File: src/rtl/mmap_pkg.sv
// mmap_pkg: shared types and constants for the sequential-read front end.
//   state_t          FSM encoding used by mmap_seq_reader
//   DefaultBytesLog  log2 of the default beat width in bytes
//   DefaultStride    default byte-address step between consecutive beats
//   stride_bytes()   byte stride for a given log2 beat width
package mmap_pkg;

    typedef enum logic [1:0] {
        IDLE  = 2'd0,
        ISSUE = 2'd1,
        DRAIN = 2'd2,
        DONE  = 2'd3
    } state_t;

    localparam int DefaultBytesLog = 6;
    localparam int DefaultStride   = 1 << DefaultBytesLog;

    function automatic int stride_bytes(input int bytes_log);
        return 1 << bytes_log;
    endfunction

endpackage

File: src/rtl/mmap_seq_reader.sv
// mmap_seq_reader: turns one {base, beat count} request into a stream of
// per-beat read addresses for the memory-mapped adapter, forwards the
// returned beats to a user data FIFO, and reports completion with the count.
//
// Ports
//   clk, rst                 clock, asynchronous active-high reset
//   req_base_din/count_din   request (base byte address, length in beats)
//   req_write / req_full_n   request push / request accepted when high
//   read_addr_din/_write     per-beat address push into the adapter
//   read_addr_full_n         adapter address FIFO has room
//   read_data_dout           beat returned by the adapter
//   read_data_empty_n/_read  adapter data FIFO not empty / pop
//   data_din/_write          beat forwarded to the user FIFO / push
//   data_full_n              user FIFO has room
//   done_din/_write          completed beat count / completion push
//   done_full_n              completion FIFO has room
//
// All FIFO ports follow the same handshake: the producer raises *_write
// (or the consumer *_read) only when the matching full_n / empty_n is high,
// so a transfer happens on every clock edge where the strobe is high.
module mmap_seq_reader
    import mmap_pkg::*;
#(
    parameter int AddrWidth         = 64,
    parameter int DataWidth         = 512,
    parameter int DataWidthBytesLog = 6,
    parameter int CountWidth        = 32,
    parameter int MaxOutstandingLog = 6
) (
    input  logic                  clk,
    input  logic                  rst,
    input  logic [AddrWidth-1:0]  req_base_din,
    input  logic [CountWidth-1:0] req_count_din,
    input  logic                  req_write,
    output logic                  req_full_n,
    output logic [AddrWidth-1:0]  read_addr_din,
    output logic                  read_addr_write,
    input  logic                  read_addr_full_n,
    input  logic [DataWidth-1:0]  read_data_dout,
    input  logic                  read_data_empty_n,
    output logic                  read_data_read,
    output logic [DataWidth-1:0]  data_din,
    output logic                  data_write,
    input  logic                  data_full_n,
    output logic [CountWidth-1:0] done_din,
    output logic                  done_write,
    input  logic                  done_full_n
);

    localparam int OutWidth = MaxOutstandingLog + 1;

    localparam logic [AddrWidth-1:0] Stride    = AddrWidth'(stride_bytes(DataWidthBytesLog));
    localparam logic [AddrWidth-1:0] AlignMask = ~(Stride - AddrWidth'(1));
    localparam logic [OutWidth-1:0]  OutMax    = OutWidth'(1) << MaxOutstandingLog;

    state_t                state_q, state_d;
    logic [CountWidth-1:0] issued_q, issued_d;
    logic [CountWidth-1:0] received_q, received_d;
    logic [CountWidth-1:0] count_q, count_d;
    logic [OutWidth-1:0]   outstanding_q, outstanding_d;
    // The aligned base is loaded straight into next_addr; it is the first
    // address issued, so no separate base register is needed.
    logic [AddrWidth-1:0]  next_addr_q, next_addr_d;

    logic addr_fire;
    logic data_fire;

    // Held low during reset so nothing upstream pushes into a clearing block.
    assign req_full_n    = (state_q == IDLE) && !rst;
    assign read_addr_din = next_addr_q;
    assign done_din      = count_q;
    assign data_din      = read_data_dout;

    always_comb begin
        state_d         = state_q;
        issued_d        = issued_q;
        received_d      = received_q;
        count_d         = count_q;
        outstanding_d   = outstanding_q;
        next_addr_d     = next_addr_q;
        read_addr_write = 1'b0;
        read_data_read  = 1'b0;
        data_write      = 1'b0;
        done_write      = 1'b0;

        addr_fire = (state_q == ISSUE) && (issued_q < count_q) &&
                    read_addr_full_n && (outstanding_q < OutMax);
        // Beats are only accepted while a request is live; anything sitting
        // in the adapter FIFO during IDLE or DONE is left untouched.
        data_fire = ((state_q == ISSUE) || (state_q == DRAIN)) &&
                    read_data_empty_n && data_full_n && (received_q < count_q);

        read_addr_write = addr_fire;
        read_data_read  = data_fire;
        data_write      = data_fire;

        if (addr_fire) begin
            next_addr_d = next_addr_q + Stride;  // wraps modulo 2**AddrWidth
            issued_d    = issued_q + CountWidth'(1);
        end
        if (data_fire) begin
            received_d = received_q + CountWidth'(1);
        end
        // A simultaneous issue and return leaves the in-flight count as is.
        case ({addr_fire, data_fire})
            2'b10:   outstanding_d = outstanding_q + OutWidth'(1);
            2'b01:   outstanding_d = outstanding_q - OutWidth'(1);
            default: outstanding_d = outstanding_q;
        endcase

        case (state_q)
            IDLE: begin
                if (req_write) begin
                    next_addr_d   = req_base_din & AlignMask;
                    count_d       = req_count_din;
                    issued_d      = '0;
                    received_d    = '0;
                    outstanding_d = '0;
                    state_d       = (req_count_din == '0) ? DONE : ISSUE;
                end
            end
            ISSUE: begin
                if (addr_fire && (issued_q + CountWidth'(1) == count_q)) begin
                    state_d = DRAIN;
                end
            end
            DRAIN: begin
                if (received_q == count_q) begin
                    state_d = DONE;
                end
            end
            DONE: begin
                done_write = done_full_n;
                if (done_full_n) begin
                    state_d = IDLE;
                end
            end
            default: state_d = IDLE;
        endcase
    end

    always_ff @(posedge clk or posedge rst) begin
        if (rst) begin
            state_q       <= IDLE;
            issued_q      <= '0;
            received_q    <= '0;
            count_q       <= '0;
            outstanding_q <= '0;
            next_addr_q   <= '0;
        end else begin
            state_q       <= state_d;
            issued_q      <= issued_d;
            received_q    <= received_d;
            count_q       <= count_d;
            outstanding_q <= outstanding_d;
            next_addr_q   <= next_addr_d;
        end
    end

endmodule

File: config.mk
export PLATFORM = sky130hd
export DESIGN_NAME = mmap_seq_reader
export DESIGN_NICKNAME = d
export VERILOG_FILES = /design/src/rtl/mmap_pkg.sv /design/src/rtl/mmap_seq_reader.sv
export SDC_FILE = /design/constraint.sdc
export NUM_CORES = 1
export LEC_CHECK = 0
export ABC_AREA = 1
export BUFFER_PORTS_ARGS = -buffer_cell sky130_fd_sc_hd__buf_2
export CAP_MARGIN = 0
export CORE_AREA = 2 2 484 486
export DETAILED_ROUTE_END_ITERATION = 7
export DIE_AREA = 0 0 486 488
export PLACE_DENSITY = 0.3
export SYNTH_ARGS = -nofsm -noshare
export SYNTH_HDL_FRONTEND = slang
export SYNTH_SLANG_ARGS = --single-unit
File: constraint.sdc
create_clock -name clk -period 7.42 [get_ports clk]
set_clock_uncertainty 0.15 [all_clocks]
set_input_delay 1.484 -clock clk [delete_from_list [all_inputs] [get_ports clk]]
set_output_delay 1.484 -clock clk [all_outputs]
set_load 0.1 [all_outputs]
* Yosys cells after proc, flatten, opt, wreduce, memory -nomap -nowiden
Index checks and enable logic that the tools add are counted.
Word-level totals: ROM bits 0, bits in writable memories 0, input port bits 615, bits in latches 0, output and inout bits 613, memories kept 0, flip-flop bits (word level) 169
Operators by class: reduce and logical (&&, ||, !) cells 14, div/mod/pow operators 0, bitwise operators 0, equality and inequality tests 11, $mul 0, multiplexer cells 19, add/sub/neg operators 5, shifts and indexed selects 0, magnitude comparators 3
Operator list (number):
- $mux 32 | 6
- $mux 64 | 3
- $add 32x1->32 const B | 2
- $add 64x7->64 const B | 1
- $eq 32x32->1 | 2
- $lt 32x32->1 | 2
- $logic_not 32->1 | 1
- $mux 7 | 2
- $pmux 7 s2 | 1
- $mux 2 | 5
- $logic_and 1x1->1 | 8
- $pmux 2 s4 | 1
- $add 7x1->7 const B | 1
- $lt 7x7->1 const B | 1
- $sub 7x1->7 const B | 1
- $eq 2x2->1 const B | 3
- $eq 2x1->1 const B | 2
- $ne 2x1->1 const B | 2
- $ne 2x2->1 const B | 2
- $reduce_and 4->1 | 1
- $logic_not 2->1 | 1
- $reduce_and 2->1 | 1
- $logic_not 1->1 | 1
- $logic_or 1x1->1 | 1
- $mux 1 | 1

* Longest topological paths before layout
depth in word-level cells 9, depth in mapped cells 30

* Worst setup path before layout
OpenSTA, ideal clock, no wires.
kind reg-to-output, from register count_q[29] (netlist: done_din[29]), to output port read_data_read, stages on the path, launching flop included 10, setup slack 1.982 ns, arrival 3.804 ns, path through dfrtp_1 -> inv_1 -> ha_1 -> a21oi_1 -> nor2_1 -> nor4b_1 -> o211ai_1 -> nor2_1 -> clkbuf_1 -> buf_4
On the way: cells in the longest elaborated chain, start to end 2
RTL lines:
- start: declaration | RTL line mmap_seq_reader.sv:59 | logic [CountWidth-1:0] count_q, count_d;
- start signal: assignment | RTL line mmap_seq_reader.sv:154 | count_q <= count_d;
- $lt 32x32->1 | RTL line mmap_seq_reader.sv:91 | read_data_empty_n && data_full_n && (received_q < count_q);
- $logic_and 1x1->1 | RTL line mmap_seq_reader.sv:91
- end: declaration | RTL line mmap_seq_reader.sv:41 | output logic read_data_read,
Every way passes these cells.

* Final worst setup path
from register count_q[10] (netlist: done_din[10]), to output port read_addr_write
On the way: cells in the longest elaborated chain, start to end 4
RTL lines:
- $lt 32x32->1 | RTL line mmap_seq_reader.sv:86 | addr_fire = (state_q == ISSUE) && (issued_q < count_q) &&
- $logic_and 1x1->1 (2 in series) | RTL line mmap_seq_reader.sv:86
- $logic_and 1x1->1 | RTL line mmap_seq_reader.sv:87 | read_addr_full_n && (outstanding_q < OutMax);
- end: declaration | RTL line mmap_seq_reader.sv:37 | output logic read_addr_write,
Every way passes these cells.

==> summary by stage <==
Outcome
The run finished with clean final reports.

Critical path
The critical path startpoint is done_din[10]. In this run the worst path has a maximum fanout of 29. STA classifies the critical path endpoint as a primary output. Data on the critical path is required at its endpoint by 5.79 ns. The startpoint-to-endpoint class of the critical path is flop to primary output.

The arrival time of the worst setup path is 3.46 ns. The worst register-to-register path has a depth of 20. The worst reg2reg path startpoint is done_din[30].

The kind of start point of the critical path is a flop.

Logic synthesis
The post-synthesis instance total is roughly 2400. After synthesis, the share of cell area in mux cells is 0%. After synthesis, flip-flops and latches occupy 24.8% of the total area.

The async set-or-reset flop fraction in the synthesized netlist is 100%. The synthesized design contains 163 register bits. The number of flops mapped to enable cells by yosys is 0. The synthesized netlist devotes 9.50% of its cell area to compound gates. The library cell with the largest summed area after synthesis is sky130_fd_sc_hd__dfrtp_1. After synthesis, the mean cell area works out to between 6 and 7 µm². Summing every instance area after synthesis gives 16400 µm².

The combinational family with the most area after synthesis is buffers and inverters. The simple logic cell fraction of the synthesized area is around 26%. The predominant post-synthesis flop cell is sky130_fd_sc_hd__dfrtp_1.

After Yosys synthesis, XOR and XNOR cells account for 4.13% of the synthesized area. The synthesized netlist devotes 6.06% of its cell area to adder and majority cells. Yosys instantiated no cell more often than sky130_fd_sc_hd__buf_4. The post-synthesis cell type count is 41. Sorting the synthesized cells by area gives the leading types as sky130_fd_sc_hd__dfrtp_1, sky130_fd_sc_hd__buf_4, sky130_fd_sc_hd__nand2_1. The share of the synthesized area in the top cell type is 24.8%. The count of synthesis-stage warnings from yosys is 0. Counting instances in the post-synthesis netlist gives the leading cell types as sky130_fd_sc_hd__buf_4, sky130_fd_sc_hd__nand2_1, sky130_fd_sc_hd__inv_1.

Timing
The final number of hold-violating endpoints is 0. The worst slack on hold paths is 0.371 ns. The headroom to the max-slew limit is 30.3%. Timing would allow up to just under 200 MHz.

The count of pins over their slew limit is 0. Setup repair after global routing left no endpoint under its margin. The time the final worst path needs with I/O delays and setup is 5.09 ns.

The transition time of the tightest slew-check pin is 1.04 ns. In the final timing run, aggregate negative setup slack is 0 ns. The post-route clock period utilization is 68.6%. The worst setup slack after layout is 2.33 ns.

The final setup violation count is 0.

Finish
The number of nets at the end of the flow is 2704. Measured on the finished design, the core utilization comes to 7.67%. The cell area after layout is 17800 µm². The fraction of final layout cells sized beyond drive strength 1 is 13.2%. The area added between synthesis and finish is 8.25%.

Detailed routing
After detailed routing, the average wire length per cell comes to 26.1 µm. The overall via count from detail_route is 14100. The via density per instance is 2.78. The DRC violations left is 0.

The number of DRC violations after detailed-routing iteration 0 is 909. For this run, the detailed router's first-pass iteration total came to 7. The count of nets left with antenna violations after detail routing is 0. The routed wire length is 132000 µm.

CTS
The post-cts sizing count is 0. The root buffer cell is sky130_fd_sc_hd__clkbuf_16. TritonCTS built the clock tree.

At the later pin of the worst-skew pair, clock insertion delay measures 0.54 ns. The worst-case clock buffer depth is 2. The number of clock buffers added by TritonCTS is 17. The hold buffer count at cts is 0. The CTS clock-pin slew for the worst setup and hold paths is 0.09 ns. The H-tree depth is 4. The number of setup buffers added after CTS is 0. The CTS sink count is about 160.

Die
The row count is roughly 180. The floorplan die area is 237000 µm². The floorplan step set the die height to 488 µm.

The floorplan step defined a core boundary enclosing 232000 µm². In this run the count of I/O pins placed on the die edge is 1228. The die is 486 µm wide. The initial utilization of the core area, before any placement, comes to 7.09%.

Hold path
The worst hold path belongs to the class flop to flop. The worst hold path was traced through 2 stages. The startpoint of the worst hold path is outstanding_q[4].

GRT
The residual overflow from global routing is 0. The initial antenna violation count is 23. Across every metal layer, demand over resource in global routing totals roughly 11%. The first-pass GRT wire length is about 160000 µm. The pin count of the biggest net entering global routing is 107. The number of global-route vias before repair is approximately 14000.

Power
Summed over all cells, the static leakage comes to 6.92 nW. The power per standard cell area is 456 nW/µm². The maximum VDD drop is just over 200 µV.

Flow run
The tool flagged a number of max-cap violations equal to 0.

Placed design
The routability congestion estimate is 0.853. In this run the tool buffered the top-level ports with 191 buffer cells. The placed instances occupy a cell area of 17200 µm². Timing analysis after detailed placement gives a worst setup slack of 2.24 ns. The detailed placer's ending HPWL is 118000 µm.
[logic make-up after synthesis]
| family | after synthesis |
|---|---|
| AND/OR/NAND/NOR | 977 |
| buffers and inverters | 786 |
| AO/OA/AOI/OAI | 276 |
| flip-flops | 163 |
| adder cells (fa/ha/maj) | 79 |
| XOR/XNOR | 76 |
| other | 1 |
[area by class of cell]
type                            count  area, µm²
Clock inverter                     13        145
Timing Repair Buffer              198       1010
Fill cell                       27300     214000
Tap cell                         3043       3810
Antenna cell                        5       12.5
Sequential cell                   163       4080
Multi-Input combinational cell   1414       7490
Inverter                          216        822
Clock buffer                       17        425
[metrics by stage]
| stage | instances | power, mW |
|---|---|---|
| final | 5069 | 8.11 |
| after global routing | 5065 | 8.77 |
| after CTS | 5064 | 8.36 |
| after detailed placement | 5034 | 7.31 |
| after global placement | 5034 | 7.32 |
| after floorplan | 2363 | 6.75 |
[flip-flops by register name, indices dropped and copies added, names as in the netlist]
| register | flops |
|---|---|
| outstanding_q | 7 |
| done_din | 32 |
| received_q | 32 |
| state_q | 2 |
| issued_q | 32 |
| read_addr_din | 58 |
[report_power, final]
part	internal [mW]	total [mW]	switching (mW)
combinational	1.07	5.19	4.11
sequential	1.27	1.92	0.653
clock	0.472	0.999	0.526
[cells in the final DEF (no fill, tap or decap), drive strengths merged, types with 2 or more instances in the layout]
cell	Yosys	routed
a211oi	15	15
a21o	5	5
a21oi	69	69
a31oi	35	35
and2	3	3
buf	528	198
clkbuf	42	17
clkinv	0	4
conb	1	6
dfrtp	163	163
diode	0	5
ha	78	78
inv	216	223
nand2	515	515
nand3	122	122
nand4	39	39
nor2	220	220
nor3	49	49
nor3b	2	2
nor4	22	22
nor4b	2	2
o211ai	24	24
o21a	3	3
o21ai	119	119
o21bai	2	2
o221ai	3	3
or2	3	3
xnor2	22	22
xor2	53	53
[per-layer routing]
layer	global-route usage (%)	vias up	wire length (µm)
li1	-	6405	-
met1	8.34	6409	35900
met2	19.1	1059	65900
met3	10.1	225	26800
met4	2.89	2	3330
met5	0.694	-	228
[final timing paths]
path                                endpoint  slack [ns]
max in group asynchronous  read_addr_din[45]        4.60
setup / recovery             read_addr_write        2.33
setup reg to reg            outstanding_q[6]        3.08
min in group asynchronous       done_din[28]        0.97
hold reg to reg             outstanding_q[4]        0.37
hold / removal              outstanding_q[4]        0.37
[critical path: stages (launching register included)]
cell and delay [ns]:
sky130_fd_sc_hd__dfrtp_1 0.45, sky130_fd_sc_hd__inv_1 0.17, sky130_fd_sc_hd__ha_1 0.33, sky130_fd_sc_hd__nand2_1 0.05
sky130_fd_sc_hd__o21ai_0 0.19, sky130_fd_sc_hd__a21oi_1 0.09, sky130_fd_sc_hd__nand2_1 0.11, sky130_fd_sc_hd__nand2_1 0.06
sky130_fd_sc_hd__nand2_1 0.08, sky130_fd_sc_hd__nand2_1 0.09, sky130_fd_sc_hd__nand2_4 0.36, sky130_fd_sc_hd__clkinv_2 0.46
sky130_fd_sc_hd__buf_2 0.45
No activity file was read; power rests on OpenSTA's default activity.
